$ cat src/rtl/imm_gen_pipe.sv
// imm_gen_pipe: decode-stage immediate generator with a 2-entry output skid buffer.
// Decodes RV32I/RV64I immediates (I, ISHIFT, S, B, U, J, R) to a sign-extended XLEN
// value plus format code and illegal flag. The optional compressed (RVC) decode is
// compiled in when the IMMGEN_RVC_EN macro is defined; otherwise 16-bit encodings
// are reported as illegal.
module imm_gen_pipe #(
  parameter int XLEN  = 32,
  parameter int TAG_W = 32
) (
  input  logic             clk,
  input  logic             rst,
  input  logic             in_valid,
  output logic             in_ready,
  input  logic [31:0]      in_instr,
  input  logic [TAG_W-1:0] in_tag,
  output logic             out_valid,
  input  logic             out_ready,
  output logic [XLEN-1:0]  out_imm,
  output logic [2:0]       out_fmt,
  output logic             out_illegal,
  output logic             out_rvc,
  output logic [TAG_W-1:0] out_tag
);

  if (XLEN != 32 && XLEN != 64) begin : g_bad_xlen
    $error("imm_gen_pipe: XLEN must be 32 or 64");
  end

  localparam logic [2:0] FMT_R      = 3'd0;
  localparam logic [2:0] FMT_I      = 3'd1;
  localparam logic [2:0] FMT_S      = 3'd2;
  localparam logic [2:0] FMT_B      = 3'd3;
  localparam logic [2:0] FMT_U      = 3'd4;
  localparam logic [2:0] FMT_J      = 3'd5;
  localparam logic [2:0] FMT_ISHIFT = 3'd6;
  localparam logic [2:0] FMT_NONE   = 3'd7;

  typedef enum logic [1:0] {S_EMPTY, S_ONE, S_TWO} state_e;

  typedef struct packed {
    logic [XLEN-1:0]  imm;
    logic [2:0]       fmt;
    logic             ill;
    logic             rvc;
    logic [TAG_W-1:0] tag;
  } entry_t;

  // All formats are first assembled as a signed 32-bit value, then widened here.
  function automatic logic [XLEN-1:0] sext32(input logic [31:0] v);
    return XLEN'($signed(v));
  endfunction

  function automatic entry_t decode(input logic [31:0] i, input logic [TAG_W-1:0] tag);
    entry_t      e;
    logic [31:0] v;
    e.imm = '0;
    e.fmt = FMT_NONE;
    e.ill = 1'b1;
    e.rvc = 1'b0;
    e.tag = tag;
    v     = '0;
    if (i[1:0] == 2'b11) begin
      e.ill = 1'b0;
      case (i[6:0])
        7'b0010011: begin
          // funct3 001/101 are the shifts; both have funct3[1:0] == 01
          if (i[13:12] == 2'b01) begin
            e.fmt = FMT_ISHIFT;
            v     = (XLEN == 64) ? {26'b0, i[25:20]} : {27'b0, i[24:20]};
          end else begin
            e.fmt = FMT_I;
            v     = {{20{i[31]}}, i[31:20]};
          end
        end
        7'b0000011, 7'b1100111, 7'b1110011: begin
          e.fmt = FMT_I;
          v     = {{20{i[31]}}, i[31:20]};
        end
        7'b0100011: begin
          e.fmt = FMT_S;
          v     = {{20{i[31]}}, i[31:25], i[11:7]};
        end
        7'b1100011: begin
          e.fmt = FMT_B;
          v     = {{19{i[31]}}, i[31], i[7], i[30:25], i[11:8], 1'b0};
        end
        7'b0110111, 7'b0010111: begin
          e.fmt = FMT_U;
          v     = {i[31:12], 12'b0};
        end
        7'b1101111: begin
          e.fmt = FMT_J;
          v     = {{11{i[31]}}, i[31], i[19:12], i[20], i[30:21], 1'b0};
        end
        7'b0110011: e.fmt = FMT_R;
        default: begin
          e.ill = 1'b1;
          e.fmt = FMT_NONE;
        end
      endcase
    end else begin
`ifdef IMMGEN_RVC_EN
      e.rvc = 1'b1;
      e.ill = 1'b0;
      case ({i[1:0], i[15:13]})
        5'b01_000, 5'b01_010: begin  // c.addi / c.li
          e.fmt = FMT_I;
          v     = {{26{i[12]}}, i[12], i[6:2]};
        end
        5'b01_001, 5'b01_101: begin  // c.jal / c.j
          e.fmt = FMT_J;
          v     = {{20{i[12]}}, i[12], i[8], i[10:9], i[6], i[7], i[2], i[11], i[5:3], 1'b0};
        end
        5'b01_110, 5'b01_111: begin  // c.beqz / c.bnez
          e.fmt = FMT_B;
          v     = {{23{i[12]}}, i[12], i[6:5], i[2], i[11:10], i[4:3], 1'b0};
        end
        5'b00_010: begin             // c.lw
          e.fmt = FMT_I;
          v     = {25'b0, i[5], i[12:10], i[6], 2'b00};
        end
        5'b00_110: begin             // c.sw
          e.fmt = FMT_S;
          v     = {25'b0, i[5], i[12:10], i[6], 2'b00};
        end
        default: begin
          e.ill = 1'b1;
          e.fmt = FMT_NONE;
        end
      endcase
`endif
    end
    if (!e.ill) e.imm = sext32(v);
    return e;
  endfunction

  state_e      state_q, state_d;
  logic        in_ready_q, in_ready_d;
  logic        hd_q, hd_d;
  entry_t      mem_q [2];
  entry_t      mem_d [2];
  entry_t      head;
  logic        accept, pop, wr_idx;

  assign accept    = in_valid & in_ready_q;
  assign out_valid = (state_q != S_EMPTY);
  assign pop       = out_valid & out_ready;
  assign in_ready  = in_ready_q;
  // With one entry held the new write goes behind the head; otherwise it becomes the head.
  assign wr_idx    = (state_q == S_ONE) ? ~hd_q : hd_q;
  assign head      = mem_q[hd_q];

  // Empty buffer shows all-zero outputs so nothing stale leaks after reset or drain.
  assign out_imm     = out_valid ? head.imm : '0;
  assign out_fmt     = out_valid ? head.fmt : 3'd0;
  assign out_illegal = out_valid ? head.ill : 1'b0;
  assign out_rvc     = out_valid ? head.rvc : 1'b0;
  assign out_tag     = out_valid ? head.tag : '0;

  // Occupancy FSM next state, head pointer and registered ready.
  always_comb begin
    state_d = state_q;
    hd_d    = pop ? ~hd_q : hd_q;
    case (state_q)
      S_EMPTY: if (accept) state_d = S_ONE;
      S_ONE: begin
        if (accept && !pop)      state_d = S_TWO;
        else if (pop && !accept) state_d = S_EMPTY;
      end
      S_TWO:   if (pop) state_d = S_ONE;
      default: state_d = S_EMPTY;
    endcase
    in_ready_d = (state_d != S_TWO);
  end

  // Decode the incoming instruction straight into the free buffer slot.
  always_comb begin
    mem_d = mem_q;
    if (accept) mem_d[wr_idx] = decode(in_instr, in_tag);
  end

  // Control registers; reset discards anything held.
  always_ff @(posedge clk) begin
    if (rst) begin
      state_q    <= S_EMPTY;
      in_ready_q <= 1'b1;
      hd_q       <= 1'b0;
    end else begin
      state_q    <= state_d;
      in_ready_q <= in_ready_d;
      hd_q       <= hd_d;
    end
  end

  // Entry storage; contents are only visible while the FSM marks them valid.
  always_ff @(posedge clk) begin
    mem_q <= mem_d;
  end

endmodule

$ cat config.mk
export PLATFORM = sky130hd
export DESIGN_NAME = imm_gen_pipe
export DESIGN_NICKNAME = d
export VERILOG_FILES = /design/src/rtl/imm_gen_pipe.sv
export SDC_FILE = /design/constraint.sdc
export NUM_CORES = 1
export LEC_CHECK = 0
export ABC_AREA = 1
export ABC_CLOCK_PERIOD_IN_PS = 4350
export CAP_MARGIN = 20
export CORE_UTILIZATION = 46
export CTS_CLUSTER_SIZE = 24
export DETAILED_ROUTE_END_ITERATION = 16
export HOLD_SLACK_MARGIN = 0.03
export PLACE_DENSITY = 0.77
export SLEW_MARGIN = 20
export SYNTH_ARGS = -nofsm -noshare
export SYNTH_HDL_FRONTEND = slang
export SYNTH_SLANG_ARGS = --single-unit
$ cat constraint.sdc
create_clock -name clk -period 4.35 [get_ports clk]
set_input_delay 0.87 -clock clk [delete_from_list [all_inputs] [get_ports clk]]
set_output_delay 0.87 -clock clk [all_outputs]
set_load 0.01 [all_outputs]
# After elaboration in Yosys (flattened, before gate mapping)
# Index checks and enable logic that the tools add are counted.
# W data, S select, Z words.
classes:
  magnitude_cmp: 3
  eq_ne: 15
  bitwise_logic: 5
  muxes: 27
  reduce_logical: 10
ops:
  columns: ["operator", "n"]
  rows:
  - ["$mux W69", 4]
  - ["$mux W32", 6]
  - ["$pmux W32 S6", 1]
  - ["$bwmux W138", 1]
  - ["$demux W69 S1", 1]
  - ["$eq A7 B7 Y1 const B", 4]
  - ["$eq A7 B6 Y1 const B", 3]
  - ["$pmux W3 S7", 1]
  - ["$eq A7 B5 Y1 const B", 2]
  - ["$reduce_or A10 Y1", 1]
  - ["$mux W2", 4]
  - ["$mux W4", 2]
  - ["$eq A7 B2 Y1 const B", 1]
  - ["$mux W3", 2]
  - ["$pmux W2 S3", 1]
  - ["$eq A2 B1 Y1 const B", 2]
  - ["$eq A2 B2 Y1 const B", 2]
  - ["$ge A2 B2 Y1 const B", 2]
  - ["$mux W1", 4]
  - ["$not A1 Y2", 2]
  - ["$logic_and A1 B1 Y1", 3]
  - ["$reduce_or A3 Y1", 1]
  - ["$and A1 B1 Y1", 2]
  - ["$logic_not A1 Y1", 2]
  - ["6 further kinds", 6]
totals:
  input_bits: 68
  regBits: 142

# Logic depth before layout (Yosys ltp)
logic_depth:
  depth_word: 8
  ltp_mapped: 9
  depth_no_buf: 8

# Worst setup path before layout
# OpenSTA, ideal clock, no wires.
synth_path:
  path_type: "in2reg"
  startpoint: "input in_valid"
  endpoint: "register mem_q[100] (netlist name), enable pin"
  arrival_ps: 3808
  setup_ps: 495
  stages: 2
  slack_ps: 47
  cell_sequence: "nand2_1 -> nor2_1"
synth_via:
  elab_chain_len: 1
synth_rtl:
  columns: ["element", "line_no", "rtl"]
  rows:
  - ["start: declaration", "12", "input logic in_valid,"]
  - ["$and A1 B1 Y1", "145", "assign accept = in_valid & in_ready_q;"]
  - ["end signal: assignment", "197", "mem_q <= mem_d;"]
  - ["end: declaration", "140", "entry_t mem_q [2];"]
# Every way passes these cells.
# A chain may end at the register's enable or synchronous reset.

# Worst setup path after layout
layout_path:
  startpoint: "register hd_q"
  endpoint: "output out_tag[1]"
layout_via:
  elab_chain_len: 5
layout_rtl:
  columns: ["element", "line_no", "rtl"]
  rows:
  - ["start: declaration", "139", "logic hd_q, hd_d;"]
  - ["start signal: assignment", "187", "hd_q <= 1'b0;"]
  - ["start signal: assignment", "191", "hd_q <= hd_d;"]
  - ["$not A1 Y2 (not written as such)", "151", "assign head = mem_q[hd_q];"]
  - ["$mux W69 (not written as such) (3 in series)", "151", null]
  - ["$mux W32", "158", "assign out_tag = out_valid ? head.tag : '0;"]
  - ["end: declaration", "22", "output logic [TAG_W-1:0] out_tag"]
# Every way passes these cells. The select of a mux whose other input is x is not followed.

==> summary.md <==
| Metric | Value |
|---|---|
| Final net count | `798` |
| Post-cts gate resize count | `0` |
| Critical Path End Type | `primary output` |
| Largest net degree at the start of global routing | `70` |
| Yosys top cell area share | `around 66%` |
| Die area | `13900 sq um` |
| Count of cell types in the netlist | `23` |
| Lkg Pwr | `approximately 3.2 nW` |
| Core ar. | `13200 sq um` |
| Fmax | `between 0.2 and 0.3 GHz` |
| Share of cells above drive strength 1 | `6.20%` |
| Critical Path RT | `approximately 3500 ps` |
| Total chip power | `3.57 mW` |
| R2R setup slack | `~1700 ps` |
| EDFF count, synth | `roughly 140` |
| Total track usage | `between 20% and 30%` |
| DRC violations left | `0` |
| # clock sinks | `140` |
| RSZ-0062 raised after global routing | `false` |
| Relative slew slack | `a little under half` |
| TritonCTS clock tree | `done` |
| Global-route wire length before repair | `approximately 23000 microns` |
| Longest Clk Path Bufs | `2` |
| Most frequent cell after synthesis | `nand2_1` |
| Inserted Diodes | `0` |
| Net Count, Synth | `671` |
| Drt wl/cell | `approximately 16 microns` |
| Power per cell area | `approximately 430 nW/um^2` |
| Vias | `4714` |
| Clk_lat worst skew | `410 ps` |
| Port Buf Inserts | `about 140` |
| Worst-Margin Slew | `around 790 ps` |
| Final Hold Fails | `0` |
| Pre-antenna DRT Iters | `5` |
| Worst vdd ir | `0.225 mV` |
| Final Setup Violations | `0` |
| CTS Buf Count | `17` |
| Ys Warns | `0` |
| Clk_skew | `between 6 and 7 ps` |
| Mapped Area | `slightly above 6000 sq um` |
| Synth Flop Type | `edfxtp_1` |
| Initial Utilization | `around 47%` |
| Initial antenna violation count | `0` |
| Maxcap violations | `0` |
| DRT iter0 DRCs | `460` |
| Synthesized flop and latch total | `140` |
| Tmin final | `~3400 ps` |
| Vias/cell | `5.14` |
| Tcrit/Tclk final | `roughly 80%` |
| Rows | `42` |
| Final ANT Viol Nets | `0` |
| CP max FO | `39` |
| Status | `finished, final reports clean` |
| Commonest cells post-synth | `nand2_1, edfxtp_1, a21oi_1` |
| DIE WIDTH | `about 120 microns` |
| Setup Crit Path Kind | `register to primary output` |
| H-tree depth | `4` |
| Critical path's slowest cell | `clkdlybuf4s50_1` |
| Area Growth Syn to Fin | `34.9%` |
| Critical path, cell by cell | `inv_2 > buf_4 > nand2_1 > a21oi_1 > clkdlybuf4s50_1` |
| FFs w/ async S/R, synth | `0%` |
| Vias in the first global route | `between 4000 and 5000` |
| Worst hold-check path type | `register to register` |
| GPL Wtd Cong | `between 0.8 and 0.9` |
| Die Height | `between 100 and 150 microns` |
| Syn Area/Cell | `a little over 10 sq um` |
| Library cell with the largest summed area after synthesis | `edfxtp_1` |
| Sequential fraction of the synthesis area | `roughly 67%` |
| Post-CTS Hold Buffers | `0` |
| Reg clk slew, reported paths | `60 ps` |
| IO Count | `between 100 and 150` |
| CTS root buffer | `clkbuf_16` |
| Setup Buffers After CTS | `0` |
| Critical Path AT | `2520 ps` |
| Nature of the critical path startpoint | `register` |
| WL final | `roughly 14000 microns` |
| Detail Placement HPWL | `a little over 9000 microns` |
| Slew Viols, Final | `0` |
| Overflow after GRT | `0` |
| Largest cells by area after synthesis | `edfxtp_1, nand2_1, a21oi_1, nand3_1, nor2_1` |
| Slowest Stage Delay on Critical Path | `between 500 and 600 ps` |
| TNS Setup | `0 ps` |
| Synth Instances | `approximately 600` |
==> sequential cells by signal, summed over array words and instances (netlist names) <==
| register | count |
|---|---|
| state_q | 2 |
| in_ready | 1 |
| mem_q | 136 |
| hd_q | 1 |
==> report_power, final <==
part	internal, mW	switching (mW)
clock network	1.01	0.519
logic	0.188	0.242
registers	1.59	0.0210
total	2.79	0.782
==> per-stage QoR <==
stage,worst slack [ps],std cells,hold slack (ps),util [%],cell area [sq um]
finish,957,918,623,63.3,8340
global route,761,918,641,63.3,8340
CTS,895,918,615,63.3,8340
detailed placement,865,887,611,58.5,7720
global placement,1010,887,584,58.5,7720
floorplan,46.9,603,510,-,6190
==> path summary, 6_finish.rpt <==
path              start    endpoint  depth (start not counted)
min reg2reg  state_q[0]    in_ready                          2
max reg2reg        hd_q   mem_q[99]                          5
min          state_q[0]    in_ready                          2
max                hd_q  out_tag[1]                          5
==> per-layer routing <==
layer,vias to the layer above,track usage [%],part of all wire (%)
li1,2322,-,-
met1,2206,27.6,42
met2,169,36.7,51
met3,17,4.55,5.5
met4,0,7.77,1.3
met5,-,0,0
==> cell families (layout without fill, tap and decap cells) <==
kind of cell	count (synthesis)	in the layout	share of synthesized area, %
flops	140	140	67.3
compound gates	93	93	7.54
buf+inv	68	207	4.79
other cells	1	1	0.0606
simple gates	300	300	20.2
xor+xnor	1	1	0.142
==> critical path, delay by kind of cell, from the launching register on <==
kind | cells | cell delay [ps]
AOI/OAI and AO/OA | 1 | 180
buffers and inverters | 3 | 1510
DFF | 1 | 330
and+or+nand+nor | 1 | 90
==> area by class of cell <==
type	instances	area, sq um
Timing Repair Buffer	144	1460
Inverter	32	120
Clock inverter	12	195
Sequential cell	140	4170
Fill cell	1030	4850
Multi-Input combinational cell	395	1750
Clock buffer	19	433
Tap cell	176	220
==> cells in the final DEF (no fill, tap or decap) <==
cell type and instances:
nand2_1 179, clkdlybuf4s50_1 137, edfxtp_1 136, a21oi_1 79, nand3_1 52, nor2_1 48
inv_1 30, clkbuf_16 17, o21ai_0 11, nand4_1 8, nor2_4 5, bufinv_16 5
buf_4 4, nand3b_1 3, clkinv_2 3, dfxtp_1 3, buf_12 3, nand2_2 2
nor3_1 2, inv_2 2, o21ai_1 2, clkinv_4 2, clkbuf_1 2, nor2_2 1
xor2_1 1, a31oi_1 1, conb_1 1, inv_6 1, clkinv_1 1, dfxtp_2 1
No activity file was read; power rests on OpenSTA's default activity.
